===== src/rtl/rom_stream_fifo_pkg.sv =====
// Shared definitions for the ROM prefetch streamer: FSM state codes and default sizing.
// The DMA engine imports this package too.
package rom_stream_fifo_pkg;

  localparam int unsigned DefaultDepth = 8;
  localparam int unsigned DefaultAw    = 23;

  typedef logic [2:0] state_t;

  localparam state_t StIdle   = 3'd0;
  localparam state_t StIssue  = 3'd1;
  localparam state_t StWait   = 3'd2;
  localparam state_t StFlush  = 3'd3;
  localparam state_t StFinish = 3'd4;

endpackage


===== src/rtl/rom_stream_fifo_sync_fifo.sv =====
// Single-clock FIFO with a show-ahead head, synchronous flush and occupancy count.
// Depth must be a power of two so the pointers wrap naturally.
module sync_fifo #(
  parameter int unsigned Depth = 8,
  parameter int unsigned Width = 16
) (
  input  logic                     clk_i,
  input  logic                     rst_i,
  input  logic                     flush_i,
  input  logic                     push_i,
  input  logic [Width-1:0]         data_i,
  input  logic                     pop_i,
  output logic [Width-1:0]         data_o,
  output logic                     full_o,
  output logic                     empty_o,
  output logic [$clog2(Depth):0]   count_o
);

  localparam int unsigned PtrW = $clog2(Depth);
  localparam int unsigned CntW = PtrW + 1;

  logic [Width-1:0] mem_q [Depth];
  logic [PtrW-1:0]  wr_ptr_q, rd_ptr_q;
  logic [CntW-1:0]  count_q;
  logic             do_push, do_pop;

  assign empty_o = (count_q == '0);
  assign full_o  = (count_q == CntW'(Depth));
  assign do_pop  = pop_i && !empty_o;
  // A push into a full FIFO is fine when the head leaves in the same cycle.
  assign do_push = push_i && (!full_o || do_pop);
  assign data_o  = empty_o ? '0 : mem_q[rd_ptr_q];
  assign count_o = count_q;

  always_ff @(posedge clk_i or posedge rst_i) begin
    if (rst_i) begin
      wr_ptr_q <= '0;
      rd_ptr_q <= '0;
      count_q  <= '0;
    end else if (flush_i) begin
      wr_ptr_q <= '0;
      rd_ptr_q <= '0;
      count_q  <= '0;
    end else begin
      if (do_push) wr_ptr_q <= wr_ptr_q + PtrW'(1);
      if (do_pop)  rd_ptr_q <= rd_ptr_q + PtrW'(1);
      count_q <= count_q + CntW'(do_push) - CntW'(do_pop);
    end
  end

  always_ff @(posedge clk_i) begin
    if (do_push && !flush_i) mem_q[wr_ptr_q] <= data_i;
  end

endmodule


===== src/rtl/rom_stream_fifo.sv =====
// Prefetching ROM read streamer: one outstanding ROM read at a time, words buffered for the DMA.
// Optional ROM_STREAM_CHECKSUM_EN adds a 16-bit wrapping sum of all popped words.
module rom_stream_fifo
  import rom_stream_fifo_pkg::*;
#(
  parameter int unsigned DEPTH = DefaultDepth,
  parameter int unsigned AW    = DefaultAw
) (
  input  logic          clk_i,
  input  logic          rst_i,
  input  logic          start_i,
  input  logic          abort_i,
  input  logic [AW-1:0] base_addr_i,
  input  logic [15:0]   word_count_i,
  output logic [AW-1:0] rom_addr_o,
  output logic          rom_load_o,
  input  logic [15:0]   rom_data_i,
  input  logic          rom_ready_i,
  output logic [15:0]   out_data_o,
  output logic          out_valid_o,
  input  logic          out_ready_i,
  output logic          busy_o,
  output logic          done_o
`ifdef ROM_STREAM_CHECKSUM_EN
  ,
  output logic [15:0]   checksum_o
`endif
);

  state_t          state_q, state_d;
  logic [AW-1:0]   next_addr_q, next_addr_d;
  logic [15:0]     remaining_q, remaining_d;
  logic            done_q, done_d;
  logic            fifo_flush, fifo_push, fifo_full, fifo_empty, pop, slot_free;
  logic [$clog2(DEPTH):0] fifo_count;

  assign out_valid_o = !fifo_empty;
  assign pop         = out_valid_o && out_ready_i;
  assign slot_free   = !fifo_full || pop;
  assign rom_addr_o  = next_addr_q;
  assign done_o      = done_q;
  assign busy_o      = (state_q != StIdle) || done_q;

  always_comb begin
    state_d     = state_q;
    next_addr_d = next_addr_q;
    remaining_d = remaining_q;
    done_d      = 1'b0;
    fifo_flush  = 1'b0;
    fifo_push   = 1'b0;
    rom_load_o  = 1'b0;
    unique case (state_q)
      StIdle: begin
        if (start_i) begin
          fifo_flush  = 1'b1;
          next_addr_d = base_addr_i;
          remaining_d = word_count_i;
          state_d     = (word_count_i == 16'd0) ? StFinish : StIssue;
        end
      end
      StIssue: begin
        if (abort_i) begin
          fifo_flush = 1'b1;
          done_d     = 1'b1;
          state_d    = StIdle;
        end else if (slot_free) begin
          rom_load_o = 1'b1;
          state_d    = StWait;
        end
      end
      StWait: begin
        // An abort coinciding with the returning read has nothing left to wait for.
        if (rom_ready_i && abort_i) begin
          fifo_flush = 1'b1;
          done_d     = 1'b1;
          state_d    = StIdle;
        end else if (rom_ready_i) begin
          fifo_push   = 1'b1;
          next_addr_d = next_addr_q + AW'(1);
          remaining_d = remaining_q - 16'd1;
          state_d     = (remaining_q == 16'd1) ? StFinish : StIssue;
        end else if (abort_i) begin
          fifo_flush = 1'b1;
          state_d    = StFlush;
        end
      end
      StFlush: begin
        fifo_flush = 1'b1;
        if (rom_ready_i) begin
          done_d  = 1'b1;
          state_d = StIdle;
        end
      end
      StFinish: begin
        if (abort_i) begin
          fifo_flush = 1'b1;
          done_d     = 1'b1;
          state_d    = StIdle;
        end else if (fifo_count == '0) begin
          done_d  = 1'b1;
          state_d = StIdle;
        end
      end
      default: state_d = StIdle;
    endcase
  end

  always_ff @(posedge clk_i or posedge rst_i) begin
    if (rst_i) begin
      state_q     <= StIdle;
      next_addr_q <= '0;
      remaining_q <= '0;
      done_q      <= 1'b0;
    end else begin
      state_q     <= state_d;
      next_addr_q <= next_addr_d;
      remaining_q <= remaining_d;
      done_q      <= done_d;
    end
  end

  sync_fifo #(
    .Depth (DEPTH),
    .Width (16)
  ) u_fifo (
    .clk_i   (clk_i),
    .rst_i   (rst_i),
    .flush_i (fifo_flush),
    .push_i  (fifo_push),
    .data_i  (rom_data_i),
    .pop_i   (pop),
    .data_o  (out_data_o),
    .full_o  (fifo_full),
    .empty_o (fifo_empty),
    .count_o (fifo_count)
  );

`ifdef ROM_STREAM_CHECKSUM_EN
  logic [15:0] checksum_q, checksum_d;

  always_comb begin
    checksum_d = checksum_q;
    if (state_q == StIdle && start_i) checksum_d = '0;
    else if (pop)                     checksum_d = checksum_q + out_data_o;
  end

  always_ff @(posedge clk_i or posedge rst_i) begin
    if (rst_i) checksum_q <= '0;
    else       checksum_q <= checksum_d;
  end

  assign checksum_o = checksum_q;
`endif

endmodule

===== config.mk =====
export PLATFORM = sky130hd
export DESIGN_NAME = rom_stream_fifo
export DESIGN_NICKNAME = d
export VERILOG_FILES = /design/src/rtl/rom_stream_fifo_pkg.sv /design/src/rtl/rom_stream_fifo_sync_fifo.sv /design/src/rtl/rom_stream_fifo.sv
export SDC_FILE = /design/constraint.sdc
export NUM_CORES = 1
export LEC_CHECK = 0
export ABC_AREA = 1
export BUFFER_PORTS_ARGS = -buffer_cell sky130_fd_sc_hd__buf_2
export CAP_MARGIN = 20
export CORE_ASPECT_RATIO = 2
export CORE_MARGIN = 2
export CORE_UTILIZATION = 45
export CTS_BUF_LIST = sky130_fd_sc_hd__clkbuf_2
export CTS_CLUSTER_SIZE = 24
export DETAILED_ROUTE_END_ITERATION = 8
export PLACE_DENSITY = 0.69
export SYNTH_ARGS = -nofsm -noshare
export SYNTH_HDL_FRONTEND = slang
export SYNTH_SLANG_ARGS = --single-unit

===== constraint.sdc =====
create_clock -name clk_i -period 2.55 [get_ports clk_i]
set_input_delay 0.51 -clock clk_i [delete_from_list [all_inputs] [get_ports clk_i]]
set_output_delay 0.51 -clock clk_i [all_outputs]
set_load 0.05 [all_outputs]

# Word-level counts from Yosys, hierarchy flattened

Memories as Yosys holds them, arrays and structs flattened.
Cells that the tools add are included.

Equal/unequal tests: 13
Add/subtract/negate cells: 6
Multiplexer cells: 43
Reduce and logical (&&, ||, !) cells: 21

Operators by type and width:

| cell                                               | count |
|---|---|
| two-way mux 23 bit                                 | 3 |
| two-way mux 16 bit                                 | 4 |
| one-hot mux 23 bit (2 select lines)                | 1 |
| two-way mux 3 bit                                  | 15 |
| one-hot mux 16 bit (2 select lines)                | 1 |
| adder 23 x 1 -> 23 bit, second input constant      | 1 |
| == test 16 x 1 -> 1 bit, second input constant     | 1 |
| logical NOT 16 bit                                 | 1 |
| subtractor 16 x 1 -> 16 bit, second input constant | 1 |
| two-way mux 1 bit                                  | 15 |
| one-hot mux 3 bit (5 select lines)                 | 1 |
| != test 2 bit, second input constant               | 4 |
| one-hot mux 1 bit (4 select lines)                 | 2 |
| adder 3 x 1 -> 3 bit, second input constant        | 2 |
| == test 3 x 2 -> 1 bit, second input constant      | 2 |
| nonzero test 2 bit                                 | 3 |
| logical AND 1 bit                                  | 5 |
| AND reduction 5 bit                                | 1 |
| adder 4 x 1 -> 4 bit                               | 1 |
| == test 4 bit, second input constant               | 1 |
| logical NOT 4 bit                                  | 1 |
| two-way mux 4 bit                                  | 1 |
| != test 4 bit, second input constant               | 1 |
| AND reduction 4 bit                                | 1 |
| 10 further kinds                                   | 14 |

Flip-flop bits (word level): 53
Output and inout port bits: 43
Memories: 1
Memory bits (writable): 128
Input bits: 61
Word-level logic and storage cells: 91

Memory list:

| name         | words | width | read ports | clocked after memory_dff | write ports | RTL line                        | RTL |
|---|---|---|---|---|---|---|---|
| u_fifo.mem_q | 8     | 16    | 1          | 0                        | 1           | rom_stream_fifo_sync_fifo.sv:22 | `logic [Width-1:0] mem_q [Depth];` |

# Longest topological paths before layout

Gate-level depths: netlist (run 1).

Word-level depth: 9
Depth in mapped cells: 12
Gate-level depth less buffers: 12

# Hierarchy

From an unflattened synthesis (run 1), not the netlist that was laid out.

Cell total of the unflattened synthesis: 1119
Area, all modules: 9364.0 um2

Modules (own cells, without submodules):

| module          | sequential area each (um2) | cells each | area each (um2) | instances |
|---|---|---|---|---|
| sync_fifo       | 4093.9                     | 561        | 6058.3          | 1 |
| rom_stream_fifo | 1076.0                     | 558        | 3305.7          | 1 |

# Worst setup path before layout (run 1)

Ideal clock, no wire load.

Kind: flip-flop to output port
Start: register u_fifo.count_q[2] (netlist: u_fifo.count_o[2])
End: output port out_data_o[10]
Cell stages (with the launch flop): 8
Path buffers: 2
Data required time: 2040 ps
Path slack: -280 ps
Arrival: 2320 ps
Cell sequence: dfrtp_1 inv_1 ha_1 nand2_1 clkbuf_1 clkbuf_1 o21ai_0 nor2_1

Longest elaborated chain between the ends: 2

Ends and longest elaborated chain:

| item                     | RTL line                        | RTL |
|---|---|---|
| start: declaration       | rom_stream_fifo_sync_fifo.sv:24 | `logic [CntW-1:0] count_q;` |
| start signal: assignment | rom_stream_fifo_sync_fifo.sv:47 | `count_q <= count_q + CntW'(do_push) - CntW'(do_pop);` |
| logical NOT 4 bit        | rom_stream_fifo_sync_fifo.sv:27 | `assign empty_o = (count_q == '0);` |
| two-way mux 16 bit       | rom_stream_fifo_sync_fifo.sv:32 | `assign data_o = empty_o ? '0 : mem_q[rd_ptr_q];` |
| end: declaration         | rom_stream_fifo.sv:19           | `output logic [15:0] out_data_o,` |

Every way passes these cells.

# Worst setup path after layout (run 1)

Start: register u_fifo.rd_ptr_q[0]
End: output port out_data_o[7]

Longest elaborated chain between the ends: 2

Ends and longest elaborated chain:

| item                     | RTL line                        | RTL |
|---|---|---|
| start: declaration       | rom_stream_fifo_sync_fifo.sv:23 | `logic [PtrW-1:0] wr_ptr_q, rd_ptr_q;` |
| start signal: assignment | rom_stream_fifo_sync_fifo.sv:46 | `if (do_pop) rd_ptr_q <= rd_ptr_q + PtrW'(1);` |
| memory (8 x 16 bit)      | -                               |  |
| two-way mux 16 bit       | rom_stream_fifo_sync_fifo.sv:32 |  |

Every way passes these cells.

==> results.txt, run 1 <==
post-synthesis mux area share - 1.788%
routed vias/inst - 5.215
clock slew at reported path FFs - 0.26 ns
P_int - 0.006315 W
Avg Cell Area, Syn - 8.929 sq um
relative slew slack - 62.82%
RR Startpoint - u_fifo.count_o[1]
Skew-Pair Late Insertion Delay - 0.81 ns
Placed Instances - 1352
CTS tree - yes
fin crit period - 2.897 ns
GRT Total Usage - 23.72%
Synth Area in Adders - 1.760%
Core ar. - 19730 sq um
FFs w/ async S/R, synth - 29.28%
Clock Skew - 0.04036 ns
residual DRC count - 0
Core Rows - 73
antenna violation net count after detailed routing - 0
Die W - 103.8 um
PortBufs - 103
max cap viols - 0
die span in y - 203.5 um
crit path from - u_fifo.rd_ptr_q[0]
first-pass GRT wire length - 38.48 mm
dpl cell area - 9859 sq um
H-tree Lvls - 4
Cell variety after synth - 34
failing checks - setup timing
Final Max Slew Viols - 0
cts bufs inserted - 17
Nets - 1250
Clock Sinks - 181
CTS max path bufs - 2
fmax - 345.2 MHz
mapped cell area - 8956 sq um
RSZ-0062 raised after global routing - true
Simple-Gate Fraction of Synth Area - 23.97%
slack of the critical path - -0.3471 ns
WHS Path Cells - 5
Sw Pwr - 0.006024 W
Pre-Repair DR Iteration Count - 5
Hold Crit Class - in -> reg
Leakage - 4.604 nW
Max VDD drop - 0.0009239 V
initial antenna violation count - 1
WL final - 25.21 mm
Post-Place Worst Slack - 0.3706 ns
predominant post-synthesis flop cell - edfxtp_1
Seq pwr share - 33.3%
P&R area growth vs syn - 24.71%
commonest non-fill, non-tap cell in the layout - nand2_1
Clock Power Share - 13.1%
Setup crit start kind - flip-flop
XOR/XNOR Fraction of Synth Area - 0.7823%
period utilization - 113.6%
critical path peak fanout - 6
Gate Count Post-Synth - 1003
worst slew pin tran - 0.5577 ns
Post-synth EDFFs - 128
Initial DRC Count - 401
Post-Layout Inst Area - 11170 sq um
largest net degree at the start of global routing - 67
Root Driver - clkbuf_2
FF-to-FF End - u_fifo.count_o[2]
syn_nets - 1076
CP arrival - 2.39 ns
FF+latch count, synth - 181
R2R Setup Slk - 0.25 ns
status - complete, but fails checks
# IOs - 104
final non-filler cell total - 1453
most frequent cells in the layout - nand2_1 (223), nor2_1 (189), edfxtp_1 (128)
Comb pwr share - 53.6%
RePlAce Congestion - 0.8847
crit end category - output port
hold slack - 0.04008 ns
share of cells above drive strength 1 - 20.50%
HPWL after DPL - 16.28 mm
Starting Density - 45.40%
routed len/inst - 17.35 um
Die ar. - 21120 sq um
Hold Fails Final Rpt - 0
sequential fraction of the synthesis area - 57.73%
sequential cell area - 5175 sq um
final setup vio count - 16
main combinational cell family by area after synthesis - simple AND/OR/NAND/NOR gates
grt ovf - 0
worst hold path startpoint - word_count_i[10]
PD cells - 1105 nW/um^2
vias in the first global route - 7653
total number of yosys warnings - 0
Sw Share - 48.82%
data required time of the worst path - 2.04 ns
Worst R2R Path Depth - 11
Fill cells - 1750
Hold Path Sink - remaining_q[10]
Compound-Gate Fraction of Synth Area - 8.592%
WS Path Type - reg -> out
via count - 7577
area of the multi-input gates - 3433 sq um
area by class of cell:
type / count / area share (%)
inverter: 76 / 2.621
antenna: 1 / 0.02240
clock inverter: 15 / 1.714
timing repair buffer: 195 / 14.88
sequential: 181 / 46.33
tap: 262 / 2.935
multi-input combinational: 706 / 30.74
clock buffer: 17 / 0.7617
flip-flops by register name (all words and copies together) (netlist names):
signal and count:
u_fifo.mem_q 128, state_q 3, u_fifo.count_o 4, u_fifo.rd_ptr_q 3, u_fifo.wr_ptr_q 3, rom_addr_o 23
done_o 1, remaining_q 16
Yosys cell counts, types with 2 or more instances:
master	instances	share of area, %
a21oi_1	10	0.56
a31oi_1	2	0.14
buf_1	2	0.084
buf_2	14	0.78
buf_4	3	0.25
buf_6	2	0.25
clkbuf_1	19	0.80
dfrtp_1	53	15
edfxtp_1	128	43
ha_1	11	1.5
inv_1	73	3.1
inv_2	2	0.084
mux2i_1	16	1.8
nand2_1	226	9.5
nand2_2	3	0.21
nand3_1	51	2.8
nand3b_1	4	0.34
nand4_1	8	0.56
nor2_1	206	8.6
nor2_2	13	0.91
nor3_1	3	0.17
o211ai_1	2	0.17
o21ai_0	111	6.2
o21ai_1	3	0.17
o22ai_1	18	1.3
or2_2	6	0.42
xnor2_1	2	0.20
xor2_1	6	0.59
power by group through the flow:
stage                     clock network (W)  registers [W]  logic (W)
after floorplan                           0        0.00460    0.00363
after global placement                    0        0.00411    0.00543
after detailed placement                  0        0.00412    0.00551
after CTS                           0.00166        0.00407    0.00628
after global routing                0.00175        0.00416    0.00722
final                               0.00162        0.00410    0.00662
critical path: stages (launching register included):
cell       delay (ns)
dfrtp_2          0.56
buf_12           0.17
clkbuf_16        0.15
mux2i_1          0.12
o22ai_1          0.22
nor2_1           0.09
nor2_2           0.12
buf_6            0.17
through the flow:
step           utilization [%]  setup TNS (ns)  total power [W]
2_1_floorplan                -               0         0.008228
3_3_place_gp             49.97               0         0.009540
3_5_place_dp             49.97               0         0.009626
4_1_cts                  55.64          -4.772          0.01201
5_1_grt                  56.61          -6.982          0.01313
6_report                 56.61          -4.593          0.01234
timing repair:
action | in CTS | in global routing
setup endpoints to repair | 19 | 19
cloned | 3 | 5
buffers inserted | 9 | 2
pin swaps | 15 | 21
hold buffers | 49 | 0
endpoints found under the hold margin | 212 | 0
resized for setup | 86 | 38
routing by layer:
| layer | vias up | track usage [%] | wire [um] |
|---|---|---|---|
| li1 | 3679 | - | - |
| met1 | 3610 | 22.35 | 8464 |
| met2 | 228 | 48.68 | 14690 |
| met3 | 60 | 3.835 | 911 |
| met4 | 0 | 10.76 | 1149 |
| met5 | - | 0 | 0 |
worst max-delay path by stage:
stage | endpoint | slack, ns | cells after the start
2_1_floorplan | u_fifo.mem_q[0][0] | 0.19 | 8
3_3_place_gp | u_fifo.count_o[2] | 0.40 | 11
3_5_place_dp | u_fifo.count_o[2] | 0.37 | 10
4_1_cts | out_data_o[3] | -0.33 | 8
5_1_grt | out_data_o[11] | -0.49 | 7
6_report | out_data_o[7] | -0.35 | 7
cell families (layout without fill, tap and decap cells):
kind of cell	count (synthesis)	count (layout)
multiplexers	16	16
AND/OR/NAND/NOR	523	523
flip-flops	181	181
other	0	1
AO/OA/AOI/OAI	147	147
adder cells (fa/ha/maj)	12	12
buffers and inverters	116	303
XOR/XNOR	8	8
Power figures use the tool's default switching activity.
==> inputs of run 2 (changes only) <==
--- a/config.mk
+++ b/config.mk
@@ -10,11 +10,11 @@
 export CAP_MARGIN = 20
 export CORE_ASPECT_RATIO = 2
 export CORE_MARGIN = 2
-export CORE_UTILIZATION = 45
+export CORE_UTILIZATION = 50
 export CTS_BUF_LIST = sky130_fd_sc_hd__clkbuf_2
 export CTS_CLUSTER_SIZE = 24
 export DETAILED_ROUTE_END_ITERATION = 8
-export PLACE_DENSITY = 0.69
+export PLACE_DENSITY = 0.75
 export SYNTH_ARGS = -nofsm -noshare
 export SYNTH_HDL_FRONTEND = slang
 export SYNTH_SLANG_ARGS = --single-unit
==> results.txt, run 2 (synthesis gave the netlist of run 1 again) <==
status - complete, but fails checks
failing checks - setup timing
Die W - 98.64 um (-4.9%)
Nets - 1239 (-0.88%)
PortBufs - 103 (unchanged)
grt ovf - 0 (unchanged)
Pre-Repair DR Iteration Count - 5 (unchanged)
period utilization - 111.0% (-2.6 points)
fin crit period - 2.831 ns (-0.06641 ns)
vias in the first global route - 7491 (-2.1%)
FF-to-FF End - u_fifo.count_o[2]
dpl cell area - 9846 sq um (-0.14%)
worst slew pin tran - 0.5340 ns (-0.02369 ns)
H-tree Lvls - 4 (unchanged)
relative slew slack - 64.40% (+1.6 points)
P&R area growth vs syn - 23.50%
Root Driver - clkbuf_2
GRT Total Usage - 24.42% (+0.70 points)
Leakage - 4.576 nW (-0.60%)
Final Max Slew Viols - 0 (unchanged)
Top reg by flops - u_fifo.mem_q
# IOs - 104 (unchanged)
largest net degree at the start of global routing - 71 (+6.0%)
initial antenna violation count - 1 (unchanged)
die span in y - 193.3 um (-5.0%)
RePlAce Congestion - 0.9215 (+4.2%)
share of cells above drive strength 1 - 21.03% (+0.53 points)
Hold Path Sink - rom_addr_o[18]
Hold Crit Class - in -> reg
PD cells - 1105 nW/um^2 (about the same)
max cap viols - 0 (unchanged)
routed len/inst - 17.19 um (-0.93%)
area of the multi-input gates - 3453 sq um (+0.58%)
Post-Place Worst Slack - 0.3004 ns (-0.07012 ns)
most frequent cells in the layout - nand2_1 (223), nor2_1 (182), edfxtp_1 (128)
CTS max path bufs - 2 (unchanged)
CP arrival - 2.32 ns (-0.07 ns)
Clock Sinks - 181 (unchanged)
Fill cells - 1406 (-20%)
Die ar. - 19060 sq um (-9.7%)
clock slew at reported path FFs - 0.29 ns (+0.03 ns)
crit end category - output port
WHS Path Cells - 5 (unchanged)
first-pass GRT wire length - 36.03 mm (-6.4%)
max reg flops - 128 (unchanged)
CTS tree - yes
residual DRC count - 0 (unchanged)
Post-Layout Inst Area - 11060 sq um (-0.97%)
Clock Skew - 0.04596 ns (+0.005599 ns)
HPWL after DPL - 15.11 mm (-7.1%)
sequential cell area - 5172 sq um (about the same)
Max VDD drop - 0.0007433 V (-20%)
Skew-Pair Late Insertion Delay - 0.73 ns (-0.08 ns)
commonest non-fill, non-tap cell in the layout - nand2_1
slack of the critical path - -0.2807 ns (+0.06641 ns)
Worst R2R Path Depth - 10 (-1)
cts bufs inserted - 17 (unchanged)
fmax - 353.3 MHz (+2.3%)
WS Path Type - reg -> out
routed vias/inst - 5.508 (+5.6%)
R2R Setup Slk - 0.36 ns (+0.11 ns)
Setup crit start kind - flip-flop
Hold Fails Final Rpt - 0 (unchanged)
data required time of the worst path - 2.04 ns (about the same)
Core ar. - 17700 sq um (-10%)
critical path peak fanout - 8 (+2)
worst hold path startpoint - base_addr_i[18]
final setup vio count - 16 (unchanged)
Core Rows - 69 (-5.5%)
antenna violation net count after detailed routing - 0 (unchanged)
Initial DRC Count - 371 (-7.5%)
RSZ-0062 raised after global routing - true
RR Startpoint - u_fifo.count_o[1]
via count - 7672 (+1.3%)
Starting Density - 50.60% (+5.2 points)
WL final - 23.95 mm (-5.0%)
-- run 2: changes by cell type in the layout (fill, tap and decap cells not counted), moves of 3 or more --
cell / before / now
dlygate4sd3_1: 49 / 37
nor2_1: 189 / 182
buf_4: 27 / 21
nor2_2: 26 / 32
o21ai_0: 71 / 65
o21ai_1: 42 / 48
buf_12: 6 / 9
buf_6: 20 / 23
-- run 2: layer usage --
metal  GRT usage, %  part of all wire (%)  vias to the layer above
met4          16.24                   6.1                        0
met2          46.43                    57                      324
met1          23.30                    32                     3571
li1               -                     -                     3674
met3          3.685                   4.6                      103
met5              0                     0                        -
-- run 2: how the worst max path moves through the flow --
stage                                  start                  to  slack, ns  depth (start not counted)
after global placement     u_fifo.count_o[1]   u_fifo.count_o[2]       0.34                         10
after floorplan            u_fifo.count_o[2]  u_fifo.mem_q[0][0]       0.19                          8
after CTS                 u_fifo.rd_ptr_q[0]       out_data_o[5]      -0.28                          9
final                     u_fifo.rd_ptr_q[0]       out_data_o[2]      -0.28                          9
after global routing      u_fifo.rd_ptr_q[0]      out_data_o[12]      -0.46                          9
after detailed placement   u_fifo.count_o[1]   u_fifo.count_o[2]       0.30                         10
-- run 2: power breakdown --
group,internal [W],switching [W],leakage [nW]
sequential,0.00355,0.000490,1.81
combinational,0.00234,0.00441,2.63
clock,0.000321,0.00110,0.141
total,0.00621,0.00601,4.58
-- run 2: cell type report --
class	count	area share (%)
antenna	1	0.02262
sequential	181	46.76
inverter	76	2.624
tap	213	2.410
multi-input combinational	706	31.22
clock inverter	15	1.380
timing repair buffer	184	14.81
clock buffer	17	0.7692
-- run 2: what timing repair did --
action	in CTS	in global routing
gates cloned	4	5
endpoints found under the setup margin	19	19
buffers inserted	10	3
hold buffers	37	0
pin swaps	8	24
resized for setup	97	38
endpoints found under the hold margin	201	0
-- run 2: worst max-delay path, stage by stage (launching register included) --
cell and delay (ns):
dfrtp_2 0.48, buf_6 0.17, clkbuf_16 0.20, nor2_2 0.05, nor2_1 0.07, o21ai_1 0.07
o21ai_1 0.08, o21ai_1 0.07, nor2_1 0.21, buf_6 0.19
-- run 2: stage by stage --
step | total power [W] | std cells | TNS, ns | util [%] | hold slack (ns)
3_3_place_gp | 0.009478 | 1301 | 0 | 55.63 | 0.4838
2_1_floorplan | 0.008228 | 1003 | 0 | - | 0.4652
5_1_grt | 0.01294 | 1393 | -6.014 | 62.50 | 0.03041
4_1_cts | 0.01184 | 1384 | -4.021 | 61.23 | 0.0005105
3_5_place_dp | 0.009565 | 1301 | 0 | 55.63 | 0.4909
6_report | 0.01222 | 1393 | -3.150 | 62.50 | 0.09112
